<file path="src/rtl/instr_fetch_unit.sv">
// Instruction fetch front end: PC sequencing, IF/ID pipeline register and
// detection of the branch-to-self idiom (B +0) that parks fetch.
//
// state | meaning
// BOOT  | first cycle after reset; pc held at 0, IF/ID not loaded
// RUN   | sequential fetch; redirect > stall > normal load
// HALT  | parked on B +0; IF/ID bubbles until a redirect arrives
module instr_fetch_unit (
  input  logic        clock,
  input  logic        reset,
  input  logic        stall,
  input  logic        flush,
  input  logic        redirect,
  input  logic [63:0] redirect_pc,
  output logic [15:0] rom_address,
  input  logic [31:0] rom_data,
  output logic [63:0] pc,
  output logic [63:0] if_pc,
  output logic [31:0] if_instr,
  output logic        if_valid,
  output logic        halted,
  output logic [31:0] fetch_count
);

  typedef enum logic [1:0] {
    BOOT = 2'd0,
    RUN  = 2'd1,
    HALT = 2'd2
  } state_t;

  localparam logic [31:0] BRANCH_SELF = 32'h1400_0000;

  state_t      state_q;
  state_t      state_d;
  // pc is kept as a word index so the two low bits are zero by construction
  logic [61:0] pc_word_q;
  logic [61:0] pc_word_d;
  logic [63:0] if_pc_q;
  logic [63:0] if_pc_d;
  logic [31:0] if_instr_q;
  logic [31:0] if_instr_d;
  logic        if_valid_q;
  logic        if_valid_d;
  logic [31:0] fetch_cnt_q;
  logic        load;
  logic        bubble;
  logic [61:0] redirect_word;
  logic [61:0] seq_word;
  logic        unused_redirect_lsbs;

  assign redirect_word        = redirect_pc[63:2];
  assign seq_word             = pc_word_q + 62'd1;
  assign unused_redirect_lsbs = ^redirect_pc[1:0];

  always_ff @(posedge clock or posedge reset) begin
    if (reset) begin
      state_q <= BOOT;
    end else begin
      state_q <= state_d;
    end
  end

  always_comb begin
    state_d   = state_q;
    pc_word_d = pc_word_q;
    load      = 1'b0;
    bubble    = 1'b0;
    case (state_q)
      BOOT: begin
        pc_word_d = '0;
        state_d   = RUN;
      end
      RUN: begin
        if (redirect) begin
          pc_word_d = redirect_word;
          bubble    = 1'b1;
        end else if (stall) begin
          pc_word_d = pc_word_q;
        end else if (flush) begin
          // flush only kills the IF/ID load; the PC still advances
          pc_word_d = seq_word;
        end else begin
          load = 1'b1;
          if (rom_data == BRANCH_SELF) begin
            state_d = HALT;
          end else begin
            pc_word_d = seq_word;
          end
        end
      end
      HALT: begin
        bubble = 1'b1;
        if (redirect) begin
          pc_word_d = redirect_word;
          state_d   = RUN;
        end
      end
      default: begin
        state_d = BOOT;
      end
    endcase
  end

  always_comb begin
    if_pc_d    = if_pc_q;
    if_instr_d = if_instr_q;
    if_valid_d = if_valid_q;
    if (load) begin
      if_pc_d    = {pc_word_q, 2'b00};
      if_instr_d = rom_data;
      if_valid_d = 1'b1;
    end
    // flush overrides a stall hold, but only for the IF/ID register
    if (bubble || flush) begin
      if_instr_d = '0;
      if_valid_d = 1'b0;
    end
  end

  always_ff @(posedge clock or posedge reset) begin
    if (reset) begin
      pc_word_q  <= '0;
      if_pc_q    <= '0;
      if_instr_q <= '0;
      if_valid_q <= 1'b0;
    end else begin
      pc_word_q  <= pc_word_d;
      if_pc_q    <= if_pc_d;
      if_instr_q <= if_instr_d;
      if_valid_q <= if_valid_d;
    end
  end

  always_ff @(posedge clock or posedge reset) begin
    if (reset) begin
      fetch_cnt_q <= '0;
    end else if (load) begin
      fetch_cnt_q <= fetch_cnt_q + 32'd1;
    end
  end

  assign pc          = {pc_word_q, 2'b00};
  assign rom_address = pc_word_q[15:0];
  assign if_pc       = if_pc_q;
  assign if_instr    = if_instr_q;
  assign if_valid    = if_valid_q;
  assign halted      = (state_q == HALT);
  assign fetch_count = fetch_cnt_q;

endmodule

</file>
<file path="config.mk">
export PLATFORM = sky130hd
export DESIGN_NAME = instr_fetch_unit
export DESIGN_NICKNAME = d
export VERILOG_FILES = /design/src/rtl/instr_fetch_unit.sv
export SDC_FILE = /design/constraint.sdc
export NUM_CORES = 1
export LEC_CHECK = 0
export CAP_MARGIN = 20
export CORE_MARGIN = 1.5
export CORE_UTILIZATION = 50
export DETAILED_ROUTE_END_ITERATION = 10
export HOLD_SLACK_MARGIN = 0.15
export MAX_ROUTING_LAYER = met4
export PLACE_DENSITY_LB_ADDON = 0.08
export SETUP_SLACK_MARGIN = 0.4
export SYNTH_ARGS = -nofsm -noshare
export SYNTH_HDL_FRONTEND = slang
export SYNTH_SLANG_ARGS = --single-unit
</file>
<file path="constraint.sdc">
create_clock -name clock -period 10.82 [get_ports clock]
set_input_delay 1.623 -clock clock [delete_from_list [all_inputs] [get_ports clock]]
set_output_delay 1.623 -clock clock [all_outputs]
set_load 0.005 [all_outputs]
</file>
# [Word-level counts from Yosys, hierarchy flattened]
# Index checks and enable logic that the tools add are counted.
[word_totals] out_inout_bits=210 in_bits=101 regBits=191 elab_cells=46
[classes] n_reduce_logical=6 n_addsub=2 n_mux=22 n_eq_ne=10
[op_table] cell="$mux 62" count=5
[op_table] cell="$pmux 62 s3" count=1
[op_table] cell="$mux 32" count=2
[op_table] cell="$add 62x1->62 const B" count=1
[op_table] cell="$add 32x1->32 const B" count=1
[op_table] cell="$eq 32x29->1 const B" count=1
[op_table] cell="$mux 2" count=5
[op_table] cell="$ne 2x2->1 const B" count=5
[op_table] cell="$mux 1" count=7
[op_table] cell="$pmux 2 s3" count=1
[op_table] cell="$reduce_and 5->1" count=1
[op_table] cell="$ne 4x4->1 const B" count=1
[op_table] cell="$reduce_and 4->1" count=1
[op_table] cell="$ne 3x3->1 const B" count=1
[op_table] cell="$reduce_bool 3->1" count=1
[op_table] cell="$eq 2x1->1 const B" count=1
[op_table] cell="$eq 2x2->1 const B" count=1
[op_table] cell="$logic_not 2->1" count=1
[op_table] cell="$pmux 1 s2" count=1
[op_table] cell="$reduce_bool 2->1" count=1
[op_table] cell="$logic_or 1x1->1" count=1

# [Longest topological paths before layout]
# Gate-level depths: netlist of the first run.
[depth] word_depth=6 ltp_mapped=11 depth_no_buf=8

# [Worst setup path before layout of the first run]
# No wires, ideal clock.
[synth_timing] path_kind="in2reg" start="input port redirect" end="register fetch_cnt_q[30] (netlist: fetch_count[30])" setup_time_ns=0.079 arrival_time_ns=3.600 stages=8 slack_ns=7.141 path_cell_list="clkbuf_1 nor4b_1 clkbuf_1 nand4_1 or3_1 or3_1 nor2_1 xor2_1"
[synth_between] elab_chain_cells=2
[synth_lines] item="start: declaration" line="13" source="input logic redirect,"
[synth_lines] item="$mux 1" line="74" source="if (redirect) begin"
[synth_lines] item="$mux 1" line="68" source="case (state_q)"
[synth_lines] item="end signal: assignment" line="138" source="fetch_cnt_q <= fetch_cnt_q + 32'd1;"
[synth_lines] item="end: declaration" line="44" source="logic [31:0] fetch_cnt_q;"
# Every way passes these cells.
# A chain may end at the register's enable or synchronous reset.

# [Final worst setup path of the first run]
# Ends and elaborated chain as after synthesis.

==> out/qor.txt, run 1 <==
delay-heaviest family, CP = simple AND/OR/NAND/NOR gates
max-cap viol count = 0
Cell Area, Placed = 12,630 um2
Fin. Hold Viols = 0
WP data arrival = 4.94 ns
Hold WS = 0.4760 ns
non-filler cells, final = 1,626
overall routed net length = 30,520 um
Ys Warns = 0
# H-tree levels = 4
worst setup margin = 6.253 ns
DRT iter0 DRCs = 831
antenna violations before repair = 1
nets = 1,485
# port buffers = 304
most common cell after layout, fill and taps aside = clkdlybuf4s50_1
CTS tree = yes
sequential share of power = 42.6%
critical path class = primary input to flop
Cell Area, Synth = 9600 um2
worst skew pair latency = 0.44 ns
initial core utilization = 51.15%
Detail Placement HPWL = 20,650 um
Switching Power = 754.8 uW
Pwr Density = 171.5 nW/um2
Pleak = 5.591 nW
type of element capturing the critical path = flop
post-route ant nets = 0
Final TNS setup = 0 ns
core box area = 18,770 um2
post-synthesis cell count = 1,130
Switching Share = 33.23%
placed cell count = 1,592
Final Power = 2.272 mW
clock tree root buffer cell = clkbuf_16
residual DRC count = 0
synthesized flop and latch total = 191
worst slack at placement = 5.837 ns
fill count = 1,486
VDD IR-drop max = 0.1145 mV
Die ar. = 20,040 um2
PostCTS Resize Cnt = 0
fraction of layout cells with a size suffix above 1 = 3.882%
Async SR Flop Fraction = 100.0%
Synth cell types = 54
gr ovfl total = 0
IO Count = 311
crit-path cells = clkdlybuf4s50_1, nor4b_2, buf_4, nand4_1, or3_1, or3_1, nor2_1, xor2_1
cts hold-fix bufs = 0
Critical Path Most Common Cell = or3_1
post-route minimum period = 4.567 ns
max_slew headroom = 24.33%
Combinational Power Share = 29.3%
final slew viol count = 0
std cell rows = 50
Vias/cell = 5.823
Slew @ Worst Pin = 1.135 ns
Avg Inst Size Synth = 8.496 um2
vias in the first global route = 8,884
Int Power = 1.517 mW
Final period util = 42.21%
status = finished clean
fmax = 218.9 MHz
post-route cell area = 13,240 um2
Seq/Total Area, Yosys = 49.78%
Synth Flop Type = dfrtp_1
die height = 141.6 um
Final Skew = 0.01116 ns
first-pass GRT wire length = 48,350 um
Clock Tree Buf Depth = 2
vias = 9,469
most frequent cells in the layout = 304 x clkdlybuf4s50_1, 277 x nand2_1, 191 x dfrtp_1
Final setup viols = 0
Req. time, crit path = 11.19 ns
crit start category = primary input
die width = 141.6 um
CTS Buf Count = 17
P&R area growth vs syn = 37.95%
clock network fraction of design power = 28.1%
HP Class = flop to flop
First-pass DRT Iterations = 5
GP Congestion = 0.8886
crit path max fanout = 90
GRT Util Overall = 31.55%
critical path's largest stage delay = 0.78 ns
Post-Route Utilization = 70.57%
RSZ-0062 raised after global routing = false
Reg clk slew, reported paths = 0.07 ns
slowest stage cell, crit path = buf_4
post-CTS setup buffer count = 0
wire per inst = 18.77 um
number of flops mapped to enable cells by yosys = 0
largest net degree at the start of global routing = 136
# clock sinks = 191
Worst Path Buf+Inv = 2
[worst reg2reg max path: stages, from the launching register on]
cell     delay, ns
dfrtp_1       0.42
inv_1         0.09
ha_1          0.34
nor4b_2       0.27
buf_4         0.78
nand4_1       0.35
or3_1         0.49
or3_1         0.48
nor2_1        0.16
xor2_1        0.15
[per-layer routing]
layer | global-route usage [%] | part of all wire, % | up-vias
li1 | - | - | 4410
met1 | 41.81 | 42 | 4530
met2 | 49.29 | 48 | 465
met3 | 5.940 | 8.2 | 64
met4 | 10.09 | 2.4 | 0
met5 | - | 0 | -
[synthesized netlist by cell type (4+ instances only)]
cell       number  area share (%)
and3_1         15            0.98
a31oi_1         8            0.52
or4_1           6            0.47
o22ai_1         8            0.52
xor2_1         15             1.4
and2_1          5            0.33
a211o_1         4            0.36
ha_1            6            0.78
dfrtp_1       191              50
o31a_1         10            0.91
nor4_1         27             1.8
o2bb2ai_1       8            0.73
o21ai_0        92             4.8
buf_4          20             1.6
nor4b_1         7            0.64
nand4_1        35             2.3
inv_1          29             1.1
buf_1           5            0.20
nand2_1       278              11
a22oi_1         8            0.63
xnor2_1        18             1.6
nand3_1        35             1.8
or3_1          14            0.91
o211ai_1        4            0.31
nor3b_1         4            0.31
nor3_1         30             1.6
a21oi_1        79             4.1
clkbuf_1       61             2.4
and4_1          4            0.36
a32oi_1         7            0.64
nor2_1         64             2.5
[state kept, by name (all words and copies together) (netlist names)]
register,cells
if_valid,1
if_pc,62
state_q,2
if_instr,32
pc_word_q,62
fetch_count,32
[final timing paths]
| kind | cells after the start | slack, ns | to | start |
|---|---|---|---|---|
| setup reg to reg | 9 | 7.24 | fetch_count[30]$_DFFE_PP0P_ | state_q[1]$_DFFE_PP0P_ |
| max in group asynchronous | 3 | 7.69 | pc_word_q[48]$_DFFE_PP0P_ | reset |
| hold reg to reg | 2 | 0.48 | if_pc[63]$_DFFE_PP0P_ | if_pc[63]$_DFFE_PP0P_ |
| min in group asynchronous | 2 | 1.78 | if_pc[13]$_DFFE_PP0P_ | reset |
| hold / removal | 2 | 0.48 | if_pc[63]$_DFFE_PP0P_ | if_pc[63]$_DFFE_PP0P_ |
| setup / recovery | 8 | 6.25 | fetch_count[30]$_DFFE_PP0P_ | redirect |
[power groups by stage]
stage / Clock [mW] / Sequential (mW) / Combinational (mW)
2_1_floorplan: 0 / 0.948 / 0.292
3_3_place_gp: 0 / 0.972 / 0.651
3_5_place_dp: 0 / 0.977 / 0.665
4_1_cts: 0.646 / 0.965 / 0.668
5_1_grt: 0.676 / 0.985 / 0.728
6_report: 0.638 / 0.968 / 0.666
[cell families after synthesis]
group / Yosys count / share of synthesized area, %
and+or+nand+nor: 539 / 26.13
AOI/OAI and AO/OA: 242 / 14.70
DFF: 191 / 49.78
buffers and inverters: 117 / 5.448
xor gates and xnor gates: 33 / 3.011
adders and majority gates: 6 / 0.7819
other: 1 / 0.03906
muxes: 1 / 0.1043
[layout make-up]
class                      count  area, um2  area share, %
multi-input combinational    825       4328          32.68
inverter                      29      116.4         0.8786
timing repair buffer         314       3138          23.69
tap                          234      292.8          2.211
clock buffer                  18      429.2          3.240
clock inverter                14      157.7          1.190
antenna                        1      2.502        0.01889
sequential                   191       4780          36.09
Note: power is estimated with default switching activity, not from simulation.
==> run 2, diff against run 1 <==
--- a/config.mk
+++ b/config.mk
@@ -7,7 +7,7 @@
 export LEC_CHECK = 0
 export CAP_MARGIN = 20
 export CORE_MARGIN = 1.5
-export CORE_UTILIZATION = 50
+export CORE_UTILIZATION = 42
 export DETAILED_ROUTE_END_ITERATION = 10
 export HOLD_SLACK_MARGIN = 0.15
 export MAX_ROUTING_LAYER = met4
==> constraint.sdc (replaced) <==
create_clock -name clock -period 3.93 [get_ports clock]
set_input_delay 0.5895 -clock clock [delete_from_list [all_inputs] [get_ports clock]]
set_output_delay 0.5895 -clock clock [all_outputs]
set_load 0.005 [all_outputs]
==> run 2 against run 1 <==
Net effect: register-to-register slack got worse by 6.4 ns; clock skew increased by 0.0028 ns; die area increased by 19%; count of clock-buffer cells in the layout increased by 2; critical endpoint is now pc_word_q[46]$_DFFE_PP0P_; largest power group unchanged.
==> out/qor.txt, run 2 (synthesized netlist as in run 1, its figures left out) <==
crit start category = flop
gr ovfl total = 0 (unchanged)
CTS tree = yes
fraction of layout cells with a size suffix above 1 = 4.568% (+0.69 points)
P&R area growth vs syn = 39.37%
# H-tree levels = 4 (unchanged)
DRT iter0 DRCs = 549 (-34%)
CTS Buf Count = 17 (unchanged)
delay-heaviest family, CP = simple AND/OR/NAND/NOR gates
reg2reg setup slack = 0.80 ns (-6.44 ns)
Req. time, crit path = 4.27 ns (-6.92 ns)
slowest stage cell, crit path = nor4_2
Final setup viols = 0 (unchanged)
IO Count = 311 (unchanged)
antenna violations before repair = 0 (-1)
M1 WL = 13,410 um (+5.2%)
Vias/cell = 5.514 (-5.3%)
top routing layer used = met4
worst skew pair latency = 0.44 ns (about the same)
most common cell after layout, fill and taps aside = clkdlybuf4s50_1
worst setup margin = 0.8008 ns (-5.452 ns)
VDD IR-drop max = 0.2949 mV (+160%)
post-route ant nets = 0 (unchanged)
Pleak = 5.636 nW (+0.80%)
residual DRC count = 0 (unchanged)
Hold Crit Depth = 2 (unchanged)
crit path max fanout = 8 (-91%)
Final Power = 6.213 mW (+170%)
WL met3 = 1986 um (-21%)
cts hold-fix bufs = 0 (unchanged)
Worst Path Buf+Inv = 1 (-1)
# port buffers = 304 (unchanged)
GP Congestion = 0.8123 (-8.6%)
hold path startpoint = if_pc[42]$_DFFE_PP0P_
final slew viol count = 0 (unchanged)
First-pass DRT Iterations = 5 (unchanged)
die width = 154.2 um (+8.9%)
Cell Area, Placed = 12,810 um2 (+1.4%)
Die ar. = 23,770 um2 (+19%)
HP Class = flop to flop
post-route minimum period = 3.129 ns
Worst Hold Path EP = if_pc[42]$_DFFE_PP0P_
reg2reg start = pc_word_q[0]$_DFFE_PP0P_
most frequent cells in the layout = 304 x clkdlybuf4s50_1, 277 x nand2_1, 191 x dfrtp_1
met2 WL = 15,290 um (+5.2%)
Final period util = 79.62%
vias = 9,296 (-1.8%)
max-cap viol count = 0 (unchanged)
critical path's largest stage delay = 0.80 ns (+0.02 ns)
die height = 154.2 um (+8.9%)
core box area = 22,500 um2 (+20%)
clock tree root buffer cell = clkbuf_16
std cell rows = 55 (+10%)
Clock Tree Buf Depth = 2 (unchanged)
max_slew headroom = 34.93% (+11 points)
critical path class = flop to flop
Final Skew = 0.01392 ns (+0.002755 ns)
nets = 1,495 (+0.67%)
crit-path cells = ha_1, nand3_1, buf_4, or4_4, nor4_2, nand2_1, o31a_1, o21ai_0
Slew @ Worst Pin = 0.9760 ns (-0.1590 ns)
Final TNS setup = 0 ns (unchanged)
antenna cells = 0 (-1)
# clock sinks = 191 (unchanged)
Reg clk slew, reported paths = 0.08 ns (about the same)
vias in the first global route = 8,986 (+1.1%)
worst r2r path cells = 8 (-1)
Fin. Hold Viols = 0 (unchanged)
first-pass GRT wire length = 49,390 um (+2.2%)
post-CTS setup buffer count = 0 (unchanged)
status = finished clean
FF-to-FF End = pc_word_q[46]$_DFFE_PP0P_
initial core utilization = 42.66% (-8.5 points)
fmax = 319.6 MHz
WP data arrival = 3.47 ns (-1.47 ns)
type of element capturing the critical path = flop
Post-Route Utilization = 59.46% (-11 points)
non-filler cells, final = 1,686 (+3.7%)
Pwr Density = 464.4 nW/um2 (+170%)
Detail Placement HPWL = 21,870 um (+5.9%)
largest net degree at the start of global routing = 89 (-35%)
wire per inst = 18.50 um (-1.4%)
post-route cell area = 13,380 um2 (+1.0%)
GRT Util Overall = 27.25% (-4.3 points)
placed cell count = 1,654 (+3.9%)
Hold WS = 0.4729 ns (-0.003085 ns)
RSZ-0062 raised after global routing = false
worst slack at placement = 0.7518 ns (-5.086 ns)
PostCTS Resize Cnt = 0 (unchanged)
overall routed net length = 31,190 um (+2.2%)
-- run 2: changes by cell type in the layout (fill, tap and decap cells not counted) --
cell | previous run | this run
clkbuf_8 | 0 | 2
bufinv_16 | 2 | 0
buf_12 | 0 | 3
buf_4 | 9 | 17
diode_2 | 1 | 0
clkinv_2 | 3 | 0
inv_8 | 1 | 2
clkinv_4 | 0 | 3
buf_16 | 1 | 0
clkinvlp_4 | 3 | 2
-- run 2: layout make-up --
type / instances / area [um2]
Fill cell: 2077 / 9123
Sequential cell: 191 / 4780
Multi-Input combinational cell: 825 / 4328
Timing Repair Buffer: 324 / 3231
Clock buffer: 20 / 456.7
Tap cell: 285 / 356.6
Clock inverter: 12 / 116.4
Inverter: 29 / 112.6
-- run 2: layer usage --
metal | track usage (%) | vias up
met1 | 35.08 | 4486
met3 | 4.875 | 32
met5 | - | -
met4 | 7.536 | 0
met2 | 44.39 | 354
li1 | - | 4424
-- run 2: worst max-delay path by stage --
stage / start / to / slack [ns] / cells past startpoint
after global placement: redirect / fetch_count[28]$_DFFE_PP0P_ / 0.83 / 7
after floorplan: reset / fetch_count[0]$_DFFE_PP0P_ / 0.88 / 1
after global routing: pc_word_q[0]$_DFFE_PP0P_ / pc_word_q[42]$_DFFE_PP0P_ / 0.69 / 8
after detailed placement: redirect / fetch_count[26]$_DFFE_PP0P_ / 0.75 / 7
final: pc_word_q[0]$_DFFE_PP0P_ / pc_word_q[46]$_DFFE_PP0P_ / 0.80 / 8
after CTS: pc_word_q[0]$_DFFE_PP0P_ / pc_word_q[46]$_DFFE_PP0P_ / 0.85 / 8
-- run 2: worst min-delay path, delay by kind of cell, from the launching register on --
kind,cells,cell delay (ns)
DFF,1,0.34
and+or+nand+nor,2,0.10
-- run 2: power by group --
part | internal, mW | total (mW) | switching [mW]
clock network | 0.873 | 1.71 | 0.836
registers | 2.28 | 2.65 | 0.372
logic | 0.967 | 1.86 | 0.889
==> run 3, diff against run 2 <==
==> constraint.sdc (replaced) <==
create_clock -name clock -period 2.8 [get_ports clock]
set_input_delay 0.42 -clock clock [delete_from_list [all_inputs] [get_ports clock]]
set_output_delay 0.42 -clock clock [all_outputs]
set_load 0.005 [all_outputs]
==> run 3 against run 2 <==
Net effect: non-clock buffer count is 78 higher; power is 48% higher; final cell count is 4.7% higher; worst hold slack worse by 0.029 ns; count of clock-buffer cells in the layout is 1 lower; critical endpoint is now pc_word_q[36]$_DFFE_PP0P_; largest cell class unchanged; largest power group unchanged; highest routed layer unchanged.
==> out/qor.txt, run 3 (synthesized netlist as in run 1, its figures left out) <==
Clock Tree Buf Depth = 2 (unchanged)
most frequent cells in the layout = 304 x clkdlybuf4s50_1, 276 x nand2_1, 186 x dfrtp_1
reg2reg setup slack = 0.38 ns (-0.43 ns)
WP data arrival = 2.78 ns (-0.69 ns)
type of element capturing the critical path = flop
placed cell count = 1,712 (+3.5%)
GP Congestion = 0.9059 (+12%)
core box area = 22,500 um2 (unchanged)
CTS tree = yes
overall routed net length = 32,250 um (+3.4%)
std cell rows = 55 (unchanged)
final slew viol count = 0 (unchanged)
Die ar. = 23,770 um2 (unchanged)
Slew @ Worst Pin = 0.9162 ns (-0.05987 ns)
crit path max fanout = 5 (-3)
Req. time, crit path = 3.15 ns (-1.12 ns)
post-route ant nets = 0 (unchanged)
P&R area growth vs syn = 49.12%
Reg clk slew, reported paths = 0.08 ns (about the same)
gr ovfl total = 0 (unchanged)
max_slew headroom = 38.92% (+4.0 points)
worst r2r path cells = 9 (+1)
Final Skew = 0.01473 ns (+0.0008168 ns)
largest net degree at the start of global routing = 94 (+5.6%)
Fin. Hold Viols = 0 (unchanged)
vias = 9,687 (+4.2%)
Detail Placement HPWL = 22,510 um (+2.9%)
max-cap viol count = 0 (unchanged)
fill count = 1,930 (-7.1%)
# H-tree levels = 4 (unchanged)
status = finished clean
Final setup viols = 0 (unchanged)
IO Count = 311 (unchanged)
Pwr Density = 640.4 nW/um2 (+38%)
cts hold-fix bufs = 0 (unchanged)
HP Class = primary input to async pin
worst skew pair latency = 0.44 ns (about the same)
Vias/cell = 5.485 (-0.51%)
reg2reg start = pc_word_q[1]$_DFFE_PP0P_
RSZ-0062 raised after global routing = true
die height = 154.2 um (unchanged)
GRT Util Overall = 27.70% (+0.45 points)
residual DRC count = 0 (unchanged)
nets = 1,573 (+5.2%)
die width = 154.2 um (unchanged)
non-filler cells, final = 1,766 (+4.7%)
Pleak = 6.180 nW (+9.7%)
initial core utilization = 42.66% (unchanged)
post-route cell area = 14,320 um2 (+7.0%)
vias in the first global route = 9,277 (+3.2%)
FF-to-FF End = pc_word_q[36]$_DFFE_PP0P_
clock tree root buffer cell = clkbuf_16
wire per inst = 18.26 um (-1.3%)
VDD IR-drop max = 0.4187 mV (+42%)
CTS Buf Count = 17 (unchanged)
fraction of layout cells with a size suffix above 1 = 12.24% (+7.7 points)
antenna violations before repair = 1 (+1)
DRT iter0 DRCs = 843 (+54%)
crit start category = flop
first-pass GRT wire length = 50,600 um (+2.4%)
# port buffers = 304 (unchanged)
# clock sinks = 191 (unchanged)
critical path class = flop to flop
Final period util = 86.61% (+7.0 points)
post-route minimum period = 2.425 ns (-0.7042 ns)
Cell Area, Placed = 13,340 um2 (+4.2%)
fmax = 412.4 MHz (+29%)
most common cell after layout, fill and taps aside = clkdlybuf4s50_1
First-pass DRT Iterations = 6 (+1)
==> run 3: worst max path at each step <==
| stage | start | end | slack (ns) |
|---|---|---|---|
| 4_1_cts | pc_word_q[18]$_DFFE_PP0P_ | pc_word_q[36]$_DFFE_PP0P_ | 0.40 |
| 3_3_place_gp | rom_data[3] | pc_word_q[43]$_DFFE_PP0P_ | 0.1 |
| 2_1_floorplan | reset | fetch_count[0]$_DFFE_PP0P_ | -0.08 |
| 5_1_grt | pc_word_q[7]$_DFFE_PP0P_ | pc_word_q[48]$_DFFE_PP0P_ | 0.29 |
| 6_report | pc_word_q[1]$_DFFE_PP0P_ | pc_word_q[36]$_DFFE_PP0P_ | 0.38 |
| 3_5_place_dp | rom_data[3] | pc_word_q[28]$_DFFE_PP0P_ | 0.04 |
==> run 3: critical path, cell delays in order (launching register included) <==
cell	delay, ns
dfrtp_1	0.41
ha_4	0.18
nand3_2	0.11
or4_4	0.47
buf_6	0.15
nor4_4	0.27
buf_4	0.20
nand4_1	0.12
or3_1	0.32
o211ai_1	0.10
==> run 3: final cells by class <==
type	instances	area (um2)	area share [%]
Tap cell	285	356.6	2.491
Clock inverter	13	140.1	0.9788
Inverter	29	112.6	0.7866
Antenna cell	2	5.005	0.03496
Clock buffer	19	452.9	3.164
Timing Repair Buffer	402	3906	27.29
Sequential cell	191	4786	33.43
Multi-Input combinational cell	825	4557	31.83
==> run 3: where the power goes <==
part	internal, mW	switching [mW]	total (mW)
sequential	3.20	0.429	3.63
clock	1.24	1.24	2.48
combinational	1.60	1.45	3.06
total	6.05	3.12	9.17
==> run 3: repair_timing <==
item / in CTS / in global routing
setup buffers: 9 / 11
resized for setup: 21 / 31
pin swaps: 11 / 12
endpoints found under the setup margin: 40 / 47
endpoints found under the hold margin: 0 / 0
==> run 3: per-layer routing <==
metal	up-vias	part of all wire (%)	GRT usage, %
met3	41	6.4	4.763
met4	0	1.6	7.906
met2	368	47	42.84
li1	4585	-	-
met5	-	0	-
met1	4693	45	37.60
==> run 3: per-stage QoR <==
| step | setup slack, ns | util [%] | power [mW] | hold WS (ns) | setup TNS (ns) |
|---|---|---|---|---|---|
| after floorplan | -0.08245 | - | 4.799 | 0.4647 | -15.75 |
| after global placement | 0.09635 | 59.29 | 6.590 | 0.4568 | 0 |
| after detailed placement | 0.04018 | 59.29 | 6.637 | 0.4607 | 0 |
| after CTS | 0.4039 | 62.67 | 9.159 | 0.4630 | 0 |
| after global routing | 0.2853 | 63.62 | 9.637 | 0.4883 | 0 |
| final | 0.3750 | 63.62 | 9.167 | 0.4441 | 0 |
